### config.mk
export PLATFORM = sky130hd
export DESIGN_NAME = regfile_scoreboard
export DESIGN_NICKNAME = d
export VERILOG_FILES = /design/src/rtl/regfile_scoreboard.sv
export SDC_FILE = /design/constraint.sdc
export NUM_CORES = 2
export LEC_CHECK = 0
export CAP_MARGIN = 25
export CORE_UTILIZATION = 45
export DETAILED_ROUTE_END_ITERATION = 8
export MAX_ROUTING_LAYER = met4
export SLEW_MARGIN = 10
export SYNTH_ARGS = -nofsm -noshare
export SYNTH_HDL_FRONTEND = slang
export SYNTH_SLANG_ARGS = --single-unit
### constraint.sdc
create_clock -name clk -period 5.8 [get_ports clk]
set_clock_uncertainty 0.1 [all_clocks]
set_input_delay 0.87 -clock clk [delete_from_list [all_inputs] [get_ports clk]]
set_output_delay 0.87 -clock clk [all_outputs]
set_load 0.02 [all_outputs]
### src/rtl/regfile_scoreboard.sv
// Decode-stage register file with per-register busy scoreboard and load-use stall request.
// Reads are combinational (0 cycles); writes, busy marks and pend_cnt update on rising clk.
// No internal backpressure: stall is raised to decode while any enabled source is pending.
//
// Ports:
//   clk, rst            rising-edge clock, synchronous active-high reset
//   rd_en/rd_addr       NUM_RD packed read ports (addr i at [i*AW +: AW])
//   rd_data/rd_busy     packed read data (i at [i*XLEN +: XLEN]) and per-port pending flag
//   wr_en/addr/data     writeback port from WB (clears the busy bit)
//   iss_en/iss_addr     issue-point mark of a long-latency destination (sets the busy bit)
//   stall               OR of rd_busy
//   pend_cnt            number of busy registers
//
// Optional feature macro: RF_BYPASS_EN -- forward same-cycle writeback data to the read
// ports and suppress that port's busy flag. Without it, reads see the pre-edge array.
module regfile_scoreboard #(
  parameter int XLEN     = 32,
  parameter int NREGS    = 32,
  parameter int NUM_RD   = 2,
  parameter int ZERO_REG = 1,
  localparam int AW      = $clog2(NREGS)
) (
  input  logic                   clk,
  input  logic                   rst,
  input  logic [NUM_RD-1:0]      rd_en,
  input  logic [NUM_RD*AW-1:0]   rd_addr,
  output logic [NUM_RD*XLEN-1:0] rd_data,
  output logic [NUM_RD-1:0]      rd_busy,
  input  logic                   wr_en,
  input  logic [AW-1:0]          wr_addr,
  input  logic [XLEN-1:0]        wr_data,
  input  logic                   iss_en,
  input  logic [AW-1:0]          iss_addr,
  output logic                   stall,
  output logic [AW:0]            pend_cnt
);

  // Register 0 can never become busy when hardwired, so the count tops out one lower.
  localparam int PEND_MAX = (ZERO_REG != 0) ? NREGS - 1 : NREGS;

  logic [XLEN-1:0]  mem_q [NREGS];
  logic [NREGS-1:0] busy_q, busy_d;
  logic [AW:0]      pend_cnt_q, pend_cnt_d;

  logic wr_zero, iss_zero, wr_ok;
  logic set_pend, clr_pend;

  assign wr_zero  = (ZERO_REG != 0) && (wr_addr == '0);
  assign iss_zero = (ZERO_REG != 0) && (iss_addr == '0);
  assign wr_ok    = wr_en && !wr_zero;

  // Busy next state: issue wins over a same-cycle writeback to the same register.
  always_comb begin
    busy_d = busy_q;
    for (int r = 0; r < NREGS; r++) begin
      if (wr_en && (wr_addr == AW'(r))) begin
        busy_d[r] = 1'b0;
      end
      if (iss_en && (iss_addr == AW'(r)) && !iss_zero) begin
        busy_d[r] = 1'b1;
      end
    end
  end

  // Incremental count: a set only counts if the bit was clear, a clear only counts if the
  // bit was set and not re-marked by a same-cycle issue to the same register.
  assign set_pend = iss_en && !iss_zero && !busy_q[iss_addr];
  assign clr_pend = wr_en && busy_q[wr_addr] && !(iss_en && (iss_addr == wr_addr));

  always_comb begin
    pend_cnt_d = pend_cnt_q;
    if (set_pend && !clr_pend && (pend_cnt_q != (AW+1)'(PEND_MAX))) begin
      pend_cnt_d = pend_cnt_q + (AW+1)'(1);
    end else if (clr_pend && !set_pend && (pend_cnt_q != '0)) begin
      pend_cnt_d = pend_cnt_q - (AW+1)'(1);
    end
  end

  always_ff @(posedge clk) begin
    if (rst) begin
      for (int r = 0; r < NREGS; r++) begin
        mem_q[r] <= '0;
      end
      busy_q     <= '0;
      pend_cnt_q <= '0;
    end else begin
      if (wr_ok) begin
        mem_q[wr_addr] <= wr_data;
      end
      busy_q     <= busy_d;
      pend_cnt_q <= pend_cnt_d;
    end
  end

  for (genvar gi = 0; gi < NUM_RD; gi++) begin : g_rd
    logic [AW-1:0] addr;
    logic          is_zero;
    assign addr    = rd_addr[gi*AW +: AW];
    assign is_zero = (ZERO_REG != 0) && (addr == '0);
`ifdef RF_BYPASS_EN
    logic hit;
    assign hit = wr_en && (wr_addr == addr);
    assign rd_data[gi*XLEN +: XLEN] = is_zero ? '0 : (hit ? wr_data : mem_q[addr]);
    assign rd_busy[gi] = rd_en[gi] && busy_q[addr] && !hit && !is_zero;
`else
    assign rd_data[gi*XLEN +: XLEN] = is_zero ? '0 : mem_q[addr];
    assign rd_busy[gi] = rd_en[gi] && busy_q[addr] && !is_zero;
`endif
  end

  assign stall    = |rd_busy;
  assign pend_cnt = pend_cnt_q;

endmodule

==> results by group <==
Run status
  – Result of the run: complete, no violations

Logic synthesis
  – Post-synth EDFFs: 1024
  – Cell accounting for the most synthesized area: edfxtp_1
  – Library cells used by synthesis: 53
  – Total standard cell area after synthesis: ~57000 um2
  – Leading post-synthesis cells by cell area: edfxtp_1 54%, mux4_2 22%, and2_1 11%
  – Average cell area after synthesis: about 15 um2
  – Synthesis-stage register bit count: around 1100
  – Synth Flop Type: edfxtp_1
  – Proportion of synthesized chip area in sequential cells: between 50% and 60%
  – Synth Warn #: 0
  – Synth Instances: roughly 3700
  – Async set-or-reset flop fraction in the synthesized netlist: 0%
  – Area share of the largest cell type after synthesis: a little over half

Worst setup path
  – Worst path top cell family by delay: buffers and inverters
  – Setup Crit Path Kind: in -> out
  – Crit-path cells: buf_4 -> or3_4 -> buf_12 -> o22ai_1 -> a211oi_1 -> a221oi_1 -> clkdlybuf4s50_1
  – Critical path buffers and inverters: 3
  – Maximum single-stage delay on the critical path: between 0.9 and 1 ns
  – Crit path from: rd_addr[7]
  – Slowest stage cell on the critical path: a221oi_1
  – Data arrival time of the critical path: approximately 4.2 ns
  – Largest fanout on the critical path: 22
  – Critical Path Source Type: input port
  – Req. time, crit path: 4.83 ns
  – Critical path endpoint category: output pin
  – Critical register-to-register path startpoint: busy_q[1]

Layout
  – Post-layout net count: 3905
  – Commonest non-fill, non-tap cell in the layout: edfxtp_1
  – Fraction of final layout cells with drive strength greater than 1: a little over a quarter
  – Combined flip-flop and latch cell area: around 32000 um2
  – Fill cells: approximately 10000
  – Final standard cell utilization of the core: between 50% and 60%
  – Combined area of the multi-input logic cells: 24500 um2
  – Area added between synthesis and finish: 14.8%
  – Post-layout instance count excluding filler cells: 5610
  – Commonest cells after routing, fill and taps aside: 1024 x edfxtp_1, 992 x and2_1, 552 x mux4_2

Drt
  – Final routed wirelength across all metal layers: between 150000 and 200000 um
  – Avg WL per Cell: ~34 um
  – Violation count after the first detailed-routing iteration: between 4000 and 5000
  – Post-detailed-route DRC marker count: 0
  – Detailed Routing Iterations Pass 1: 5
  – Number of nets still failing antenna checks after routing: 0
  – Drt via density: 6.39
  – Number of vias after detailed routing: approximately 36000

Timing
  – Setup Total Neg Slack: 0 ns
  – Normalized max-slew margin: roughly 21%
  – Max Transition Viols Final: 0
  – Post-route clock period utilization: 88.9%
  – Slew @ Worst Pin: about 1.2 ns
  – Fin crit period: 5.16 ns
  – Final-report hold violation count: 0
  – Achievable Freq: between 0.15 and 0.2 GHz
  – Setup-failing EPs final: 0
  – Setup repair after global routing missed its margin: false

Floorplanning
  – Core Region: 126000 um2
  – Die span in y: roughly 360 um
  – I/O pin cnt: 131
  – DIE WIDTH: approximately 360 um
  – Initial core utilization: 45.4%
  – Total Die Area: about 130000 um2
  – Site row count: 130

Place
  – Placed Cells: 5363
  – RePlAce Congestion: roughly 0.89
  – IO Port Bufs: 130
  – Final HPWL DP: roughly 120000 um

Clock network
  – Inserted Clock Buffers: 117
  – H-tree levels: 3
  – Clock tree from TritonCTS: yes
  – CTS max path bufs: 3
  – Setup fix buffers added after clock tree synthesis: 0
  – Quantity of gates resized following cts: 0
  – Insertion delay to the later sink of the worst-skew pair: approximately 0.71 ns
  – Clock Pin Slew Worst Setup and Hold Paths: approximately 0.070 ns
  – Number of hold buffers added after CTS: 0
  – Clk sinks: 1062
  – Clock root buffer: clkbuf_16

Power and ir drop
  – Leak: 22.5 nW
  – Worst ir drop on vdd: 0.223 mV
  – Power per unit of standard cell area: between 200 and 300 nW/um2

Hold path
  – Worst Hold Class: reg -> reg
  – Hold_sp: busy_q[0]

Global routing
  – Number of global-route vias before repair: about 36000
  – Overflow after GRT: 0
  – Number of antenna violations at the first check in global routing: 16
  – Global-route wire length before repair: 271000 um
  – Total GRT Usage: a little under a third
  – Largest net degree at the start of global routing: 63

Flow run
  – Max-cap violations: 0
worst reg2reg max path: cells and delay by family, from the launching register on:
| kind | cells | cell delay, ns |
|---|---|---|
| mux | 5 | 1.35 |
| flops | 1 | 0.40 |
| buf+inv | 1 | 0.12 |
| fa+ha+maj | 1 | 0.28 |
| simple gates | 1 | 0.20 |
| compound gates | 4 | 0.83 |
sequential cells by signal (all words and copies together) (netlist names):
register and cells:
busy_q 32, mem_q 1024, pend_cnt 6
through the flow:
step	power (mW)	area [um2]	hold WS [ns]	setup WS [ns]
global placement	11.9	61300	0.386	0.757
finish	19.3	65600	0.398	0.644
floorplan	10.7	57200	0.331	1.13
CTS	19.3	65400	0.390	0.770
global route	19.7	65500	0.426	0.648
detailed placement	11.9	61600	0.381	0.772
layer usage:
layer	global-route usage [%]	vias up	routed length, um
met5	-	-	0
met3	5.45	331	17500
met1	42.1	18900	77700
li1	-	14700	-
met4	11.5	0	8000
met2	47.6	1958	89700
cells in the mapped netlist (all sizes together) (4+ instances only):
master	number
xnor2	4
buf	87
mux2i	163
inv	11
nand4	6
mux2	44
o21ai	53
nor2b	11
a211oi	32
o221ai	29
or2	10
nand2b	19
a211o	9
a22oi	6
ha	4
xor2	4
a221oi	33
nand2	58
nor2	77
nor3	28
and2	993
edfxtp	1024
mux4	556
nand3	15
o211ai	16
dfxtp	38
a21oi	47
o22ai	28
clkbuf	319
final timing paths:
kind / to / slack [ns] / depth (start not counted)
setup / recovery: rd_data[32] / 0.64 / 7
hold / removal: busy_q[0] / 0.40 / 2
setup reg to reg: pend_cnt[5] / 2.42 / 12
hold reg to reg: busy_q[0] / 0.40 / 2
cells by family after synthesis:
kind of cell | after synthesis | share of synthesized area (%)
adders and majority gates | 5 | 0.123
other | 1 | 0.00656
muxes | 763 | 25.7
DFF | 1062 | 55.2
buffers and inverters | 417 | 2.96
AOI/OAI and AO/OA | 261 | 3.11
xor gates and xnor gates | 8 | 0.123
and+or+nand+nor | 1231 | 12.8
power breakdown:
group,internal [mW],switching [mW],total (mW)
registers,8.83,0.217,9.05
clock network,4.30,3.20,7.49
logic,1.20,1.52,2.72
total,14.3,4.93,19.3
area by class of cell:
cell class,instances,area share [%]
Antenna cell,17,0.0649
Sequential cell,1062,48.1
Tap cell,1650,3.15
Timing Repair Buffer,350,5.48
Clock buffer,132,4.60
Clock inverter,88,1.21
Multi-Input combinational cell,2300,37.4
Inverter,11,0.0630
No activity file was read; power rests on OpenSTA's default activity.
